--- src/rtl/count_event_monitor_pkg.sv ---
// Shared definitions for the count event monitor: event kinds, FSM states and
// the layout of a queued event record {kind, count, time}.
package count_event_monitor_pkg;

  localparam int KindW = 2;

  localparam logic [KindW-1:0] KIND_NONE  = 2'b00;
  localparam logic [KindW-1:0] KIND_WRAP  = 2'b01;
  localparam logic [KindW-1:0] KIND_JUMP  = 2'b10;
  localparam logic [KindW-1:0] KIND_FIRST = 2'b11;

  typedef enum logic {
    ST_IDLE  = 1'b0,
    ST_TRACK = 1'b1
  } mon_state_e;

  function automatic int rec_width(input int size, input int ts_width);
    return KindW + size + ts_width;
  endfunction

endpackage

--- src/rtl/count_event_fifo.sv ---
// Synchronous event FIFO; a push while full is still taken if a pop retires
// the head in the same cycle. Output reads zero when empty.
module count_event_fifo #(
  parameter int W     = 8,
  parameter int Depth = 4
) (
  input  logic         clock,
  input  logic         reset,
  input  logic         push,
  input  logic [W-1:0] wr_data,
  input  logic         pop,
  output logic [W-1:0] rd_data,
  output logic         full,
  output logic         empty
);

  localparam int AW = $clog2(Depth);
  localparam logic [AW:0] FullCnt = (AW+1)'(Depth);

  logic [W-1:0]  mem [Depth];
  logic [AW-1:0] wr_ptr, rd_ptr;
  logic [AW:0]   cnt;
  logic          do_push, do_pop;

  assign empty   = (cnt == '0);
  assign full    = (cnt == FullCnt);
  assign do_pop  = pop && !empty;
  assign do_push = push && (!full || do_pop);
  assign rd_data = empty ? '0 : mem[rd_ptr];

  always_ff @(posedge clock or negedge reset) begin
    if (!reset) begin
      wr_ptr <= '0;
      rd_ptr <= '0;
      cnt    <= '0;
    end else begin
      if (do_push) wr_ptr <= wr_ptr + 1'b1;
      if (do_pop)  rd_ptr <= rd_ptr + 1'b1;
      case ({do_push, do_pop})
        2'b10:   cnt <= cnt + 1'b1;
        2'b01:   cnt <= cnt - 1'b1;
        default: cnt <= cnt;
      endcase
    end
  end

  // Storage needs no reset: contents are only visible while non-empty.
  always_ff @(posedge clock) begin
    if (do_push) mem[wr_ptr] <= wr_data;
  end

endmodule

--- src/rtl/count_event_monitor.sv ---
// Watches an upstream counter, classifies each sampled step and queues
// FIRST/WRAP/JUMP events with a timestamp for a valid/ready consumer.
module count_event_monitor
  import count_event_monitor_pkg::*;
#(
  parameter int Size    = 5,
  parameter int TsWidth = 16,
  parameter int Depth   = 4
) (
  input  logic               clock,
  input  logic               reset,
  input  logic [Size-1:0]    count_in,
  input  logic               sample_en,
  output logic               evt_valid,
  input  logic               evt_ready,
  output logic [1:0]         evt_kind,
  output logic [Size-1:0]    evt_count,
  output logic [TsWidth-1:0] evt_time,
  output logic               overflow,
  output logic [7:0]         drop_count
);

  localparam int RecW = rec_width(Size, TsWidth);
  localparam logic [Size-1:0] CntMax = '1;

  mon_state_e         state, state_n;
  logic [Size-1:0]    prev, prev_inc;
  logic [TsWidth-1:0] ts;
  logic               push, fifo_full, fifo_empty, drop;
  logic [KindW-1:0]   kind;
  logic [RecW-1:0]    rd_rec;

  assign prev_inc = prev + 1'b1;

  always_ff @(posedge clock or negedge reset) begin
    if (!reset) begin
      state <= ST_IDLE;
      prev  <= '0;
      ts    <= '0;
    end else begin
      state <= state_n;
      ts    <= ts + 1'b1;
      if (sample_en) prev <= count_in;
    end
  end

  // Wrap is tested before step: at prev==max, prev_inc is also 0.
  always_comb begin
    state_n = state;
    push    = 1'b0;
    kind    = KIND_NONE;
    if (sample_en) begin
      if (state == ST_IDLE) begin
        push    = 1'b1;
        kind    = KIND_FIRST;
        state_n = ST_TRACK;
      end else if (prev == CntMax && count_in == '0) begin
        push = 1'b1;
        kind = KIND_WRAP;
      end else if (count_in != prev && count_in != prev_inc) begin
        push = 1'b1;
        kind = KIND_JUMP;
      end
    end
  end

  count_event_fifo #(.W(RecW), .Depth(Depth)) u_fifo (
    .clock   (clock),
    .reset   (reset),
    .push    (push),
    .wr_data ({kind, count_in, ts}),
    .pop     (evt_ready),
    .rd_data (rd_rec),
    .full    (fifo_full),
    .empty   (fifo_empty)
  );

  assign evt_valid = !fifo_empty;
  assign {evt_kind, evt_count, evt_time} = rd_rec;
  assign drop = push && fifo_full && !(evt_valid && evt_ready);

  always_ff @(posedge clock or negedge reset) begin
    if (!reset) begin
      overflow   <= 1'b0;
      drop_count <= '0;
    end else if (drop) begin
      overflow <= 1'b1;
      if (drop_count != 8'hFF) drop_count <= drop_count + 1'b1;
    end
  end

endmodule

--- config.mk ---
export PLATFORM = sky130hd
export DESIGN_NAME = count_event_monitor
export DESIGN_NICKNAME = d
export VERILOG_FILES = /design/src/rtl/count_event_monitor_pkg.sv /design/src/rtl/count_event_fifo.sv /design/src/rtl/count_event_monitor.sv
export SDC_FILE = /design/constraint.sdc
export NUM_CORES = 1
export LEC_CHECK = 0
export BUFFER_PORTS_ARGS = -buffer_cell sky130_fd_sc_hd__buf_4
export CAP_MARGIN = 10
export CELL_PAD_IN_SITES_DETAIL_PLACEMENT = 0
export CELL_PAD_IN_SITES_GLOBAL_PLACEMENT = 2
export CORE_MARGIN = 5
export CORE_UTILIZATION = 30
export CTS_BUF_LIST = sky130_fd_sc_hd__clkbuf_4
export CTS_CLUSTER_SIZE = 14
export DETAILED_ROUTE_END_ITERATION = 10
export GPL_TIMING_DRIVEN = 0
export HOLD_SLACK_MARGIN = 0.08
export PLACE_DENSITY = 0.57
export SETUP_SLACK_MARGIN = 0.3
export SYNTH_ARGS = -nofsm -noshare
export SYNTH_HDL_FRONTEND = slang
export SYNTH_SLANG_ARGS = --single-unit
--- constraint.sdc ---
create_clock -name clock -period 5.8 [get_ports clock]
set_input_delay 1.16 -clock clock [delete_from_list [all_inputs] [get_ports clock]]
set_output_delay 1.16 -clock clock [all_outputs]
set_load 0.1 [all_outputs]
==> summary.txt <==
status -> finished, final reports clean
fin cells -> 614
Tightest Hold Check Type -> flip-flop to flip-flop
max_cap viols -> 0
max frequency -> 0.268 GHz
worst hold start -> overflow$_DFFE_PN0P_
Vias/cell -> 4.48
DIE AREA -> 20600 um2
Tmin final -> 3.74 ns
grt total ovfl -> 0
die height -> 144 um
synth top area cells -> edfxtp_1 (52%), dfrtp_1 (18%), mux4_2 (9.7%), xor2_1 (3.4%), and2_1 (3.4%)
Yosys reg bits -> 130
Setup WS post-layout -> 2.06 ns
initial drt markers -> 143
Tightest Pin Transition -> 0.750 ns
routed via count -> 2749
gr usage total -> 0.109
EDFF count, synth -> 92
placed cell count -> 580
library cells used by synthesis -> 36
Crit Path Max Fanout -> 10
Crit path largest cell delay -> 0.62 ns
Area growth, synth to finish -> 17.6%
crit share post-route -> 0.644
share of cells above drive strength 1 -> 0.292
per-cell routed wire length -> 16.4 um
Finished Cell Area -> 6300 um2
worst reg-to-reg setup slack -> 2.51 ns
hold_buf cts -> 0
Post-CTS Setup Bufs -> 0
GP Congestion -> 0.697
Routed WL -> 10.0 mm
Placed Instance Area -> 6050 um2
CORE AREA -> 17400 um2
H-tree levels -> 4
DRC Markers -> 0
clk slew on worst S/H paths -> 0.11 ns
die width -> 144 um
largest area contributor in the synthesized netlist -> edfxtp_1
Worst setup EP type -> output port
CTS Buffer Depth -> 2
pre-CTS setup slack -> 1.95 ns
CTS tree -> built
FP Rows -> 48
Slew headroom -> 0.500
pin count of the biggest net entering global routing -> 39
endpoints failing setup -> 0
Post-DRT Antenna Nets -> 0
final setup TNS -> 0 ns
synthesized cell area -> 5360 um2
fin. max-slew vios -> 0
final hold violation count -> 0
Yosys top cell area share -> 0.516
RSZ-0062 raised after global routing -> false
CP Class -> flip-flop to output port
Worst Skew -> 0.0128 ns
critical path data required time -> 4.64 ns
vias in the first global route -> 2938
Synth Flop Type -> edfxtp_1
TritonCTS Buffers -> 17
first-pass GRT wire length -> 16.6 mm
crit-path most repeated cell -> clkbuf_1
hpwl dp -> 6.79 mm
CP delay by family, top -> buffers and inverters
Clock Sinks -> 130
arrival time at the worst endpoint -> 2.58 ns
post-synthesis sequential area ratio -> 0.693
share of flip-flops with an asynchronous set or reset -> 0.292
nets -> 393
Worst Setup SP -> u_fifo.rd_ptr[1]$_DFFE_PN0P_
mean area per synthesized cell -> 17.2 um2
io pins -> 42
Synth Net Count -> 330
origin of the critical flop-to-flop path -> prev[0]$_DFFE_PN0P_
initial antenna violation count -> 1
worst-path cell chain -> clkbuf_1, clkbuf_1, mux4_2, and2_1, buf_4
post-CTS sizing -> 0
Starting Density -> 0.308
CTS root buf -> clkbuf_4
drt pass-1 iters -> 4
I/O Buffers -> 40
worst skew pair latency -> 0.52 ns
CP max-delay cell -> clkbuf_1
Synth Warn # -> 0
Gate Count Post-Synth -> 311
WP buf/inv -> 3
CP Launch Type -> flip-flop
registers in the layout (all words and copies together) (netlist names):
name,cells
ts,16
prev,5
u_fifo.rd_ptr,2
state,1
overflow,1
u_fifo.cnt,3
u_fifo.mem,92
drop_count,8
u_fifo.wr_ptr,2
layout by cell type (no fill, tap or decap), types with 8 or more instances in the layout:
cell type  count
edfxtp_1      92
xnor2_1       14
ha_1           9
and2_1        29
mux4_2        23
nand2_1        9
xor2_1        21
dfrtp_1       38
inv_1          9
nand3_1       13
nor2_1         8
clkbuf_4      17
buf_4         40
layout make-up:
type | count | area [um2]
fillers | 1697 | 11100
diodes | 2 | 5.00
well taps | 225 | 282
clock buffers | 17 | 128
clock inverters | 15 | 119
flip-flops and latches | 130 | 3710
inverters | 9 | 33.8
multi-input cells | 163 | 1570
plain buffers | 9 | 37.5
repair buffers | 44 | 410
worst register-to-register path, cell delays in order, from the launching register on:
cell     delay (ns)
dfrtp_1        0.47
ha_1           0.26
and3_1         0.19
ha_1           0.28
xor2_1         0.14
nor2_1         0.09
nand4_1        0.20
a31o_1         0.32
and2b_4        0.20
inv_1          0.06
ha_1           0.18
inv_1          0.07
fa_1           0.37
xor2_1         0.15
nor2_1         0.12
xor2_1         0.14
cells by family after synthesis:
logic type	synth area share
multiplexers	0.114
flip-flops	0.693
AND/OR/NAND/NOR	0.0808
AO/OA/AOI/OAI	0.0114
adder cells (fa/ha/maj)	0.0248
buffers and inverters	0.0133
XOR/XNOR	0.0624
through the flow:
step | hold slack (ns) | util
global route | 0.514 | 0.362
detailed placement | 0.449 | 0.347
global placement | 0.448 | 0.341
floorplan | 0.448 | -
finish | 0.471 | 0.362
CTS | 0.479 | 0.361
metal layers:
metal,part of all wire,vias up,GRT usage
met2,0.46,49,0.162
met3,0.042,12,0.0386
met5,0,-,0
li1,-,1287,-
met1,0.48,1401,0.149
met4,0.016,0,0.0401
cell usage after synthesis, types with 2 or more instances:
cell type  instances
xor2_1            21
inv_1              9
xnor2_1           14
nor4_1             2
mux2_2             5
ha_1               9
nor3_1             3
nand3_1           13
and3_1             3
edfxtp_1          92
a21oi_1            2
and2_1            29
nor2_1             8
buf_2              3
dfrtp_1           38
clkbuf_1           6
nand4_1            4
nand2_1            9
mux4_2            23
o21ai_0            2
worst paths after layout:
path | end | cells after the start
hold reg to reg | overflow$_DFFE_PN0P_ | 1
setup / recovery | evt_time[12] | 5
hold / removal | overflow$_DFFE_PN0P_ | 1
setup reg to reg | u_fifo.cnt[2]$_DFFE_PN0P_ | 15
min in group asynchronous | ts[14]$_DFF_PN0_ | 1
max in group asynchronous | ts[5]$_DFF_PN0_ | 1
Power is left out: the tool's default activity adds up to more than one toggle a clock period on the data nets, which glitch-free logic cannot reach.
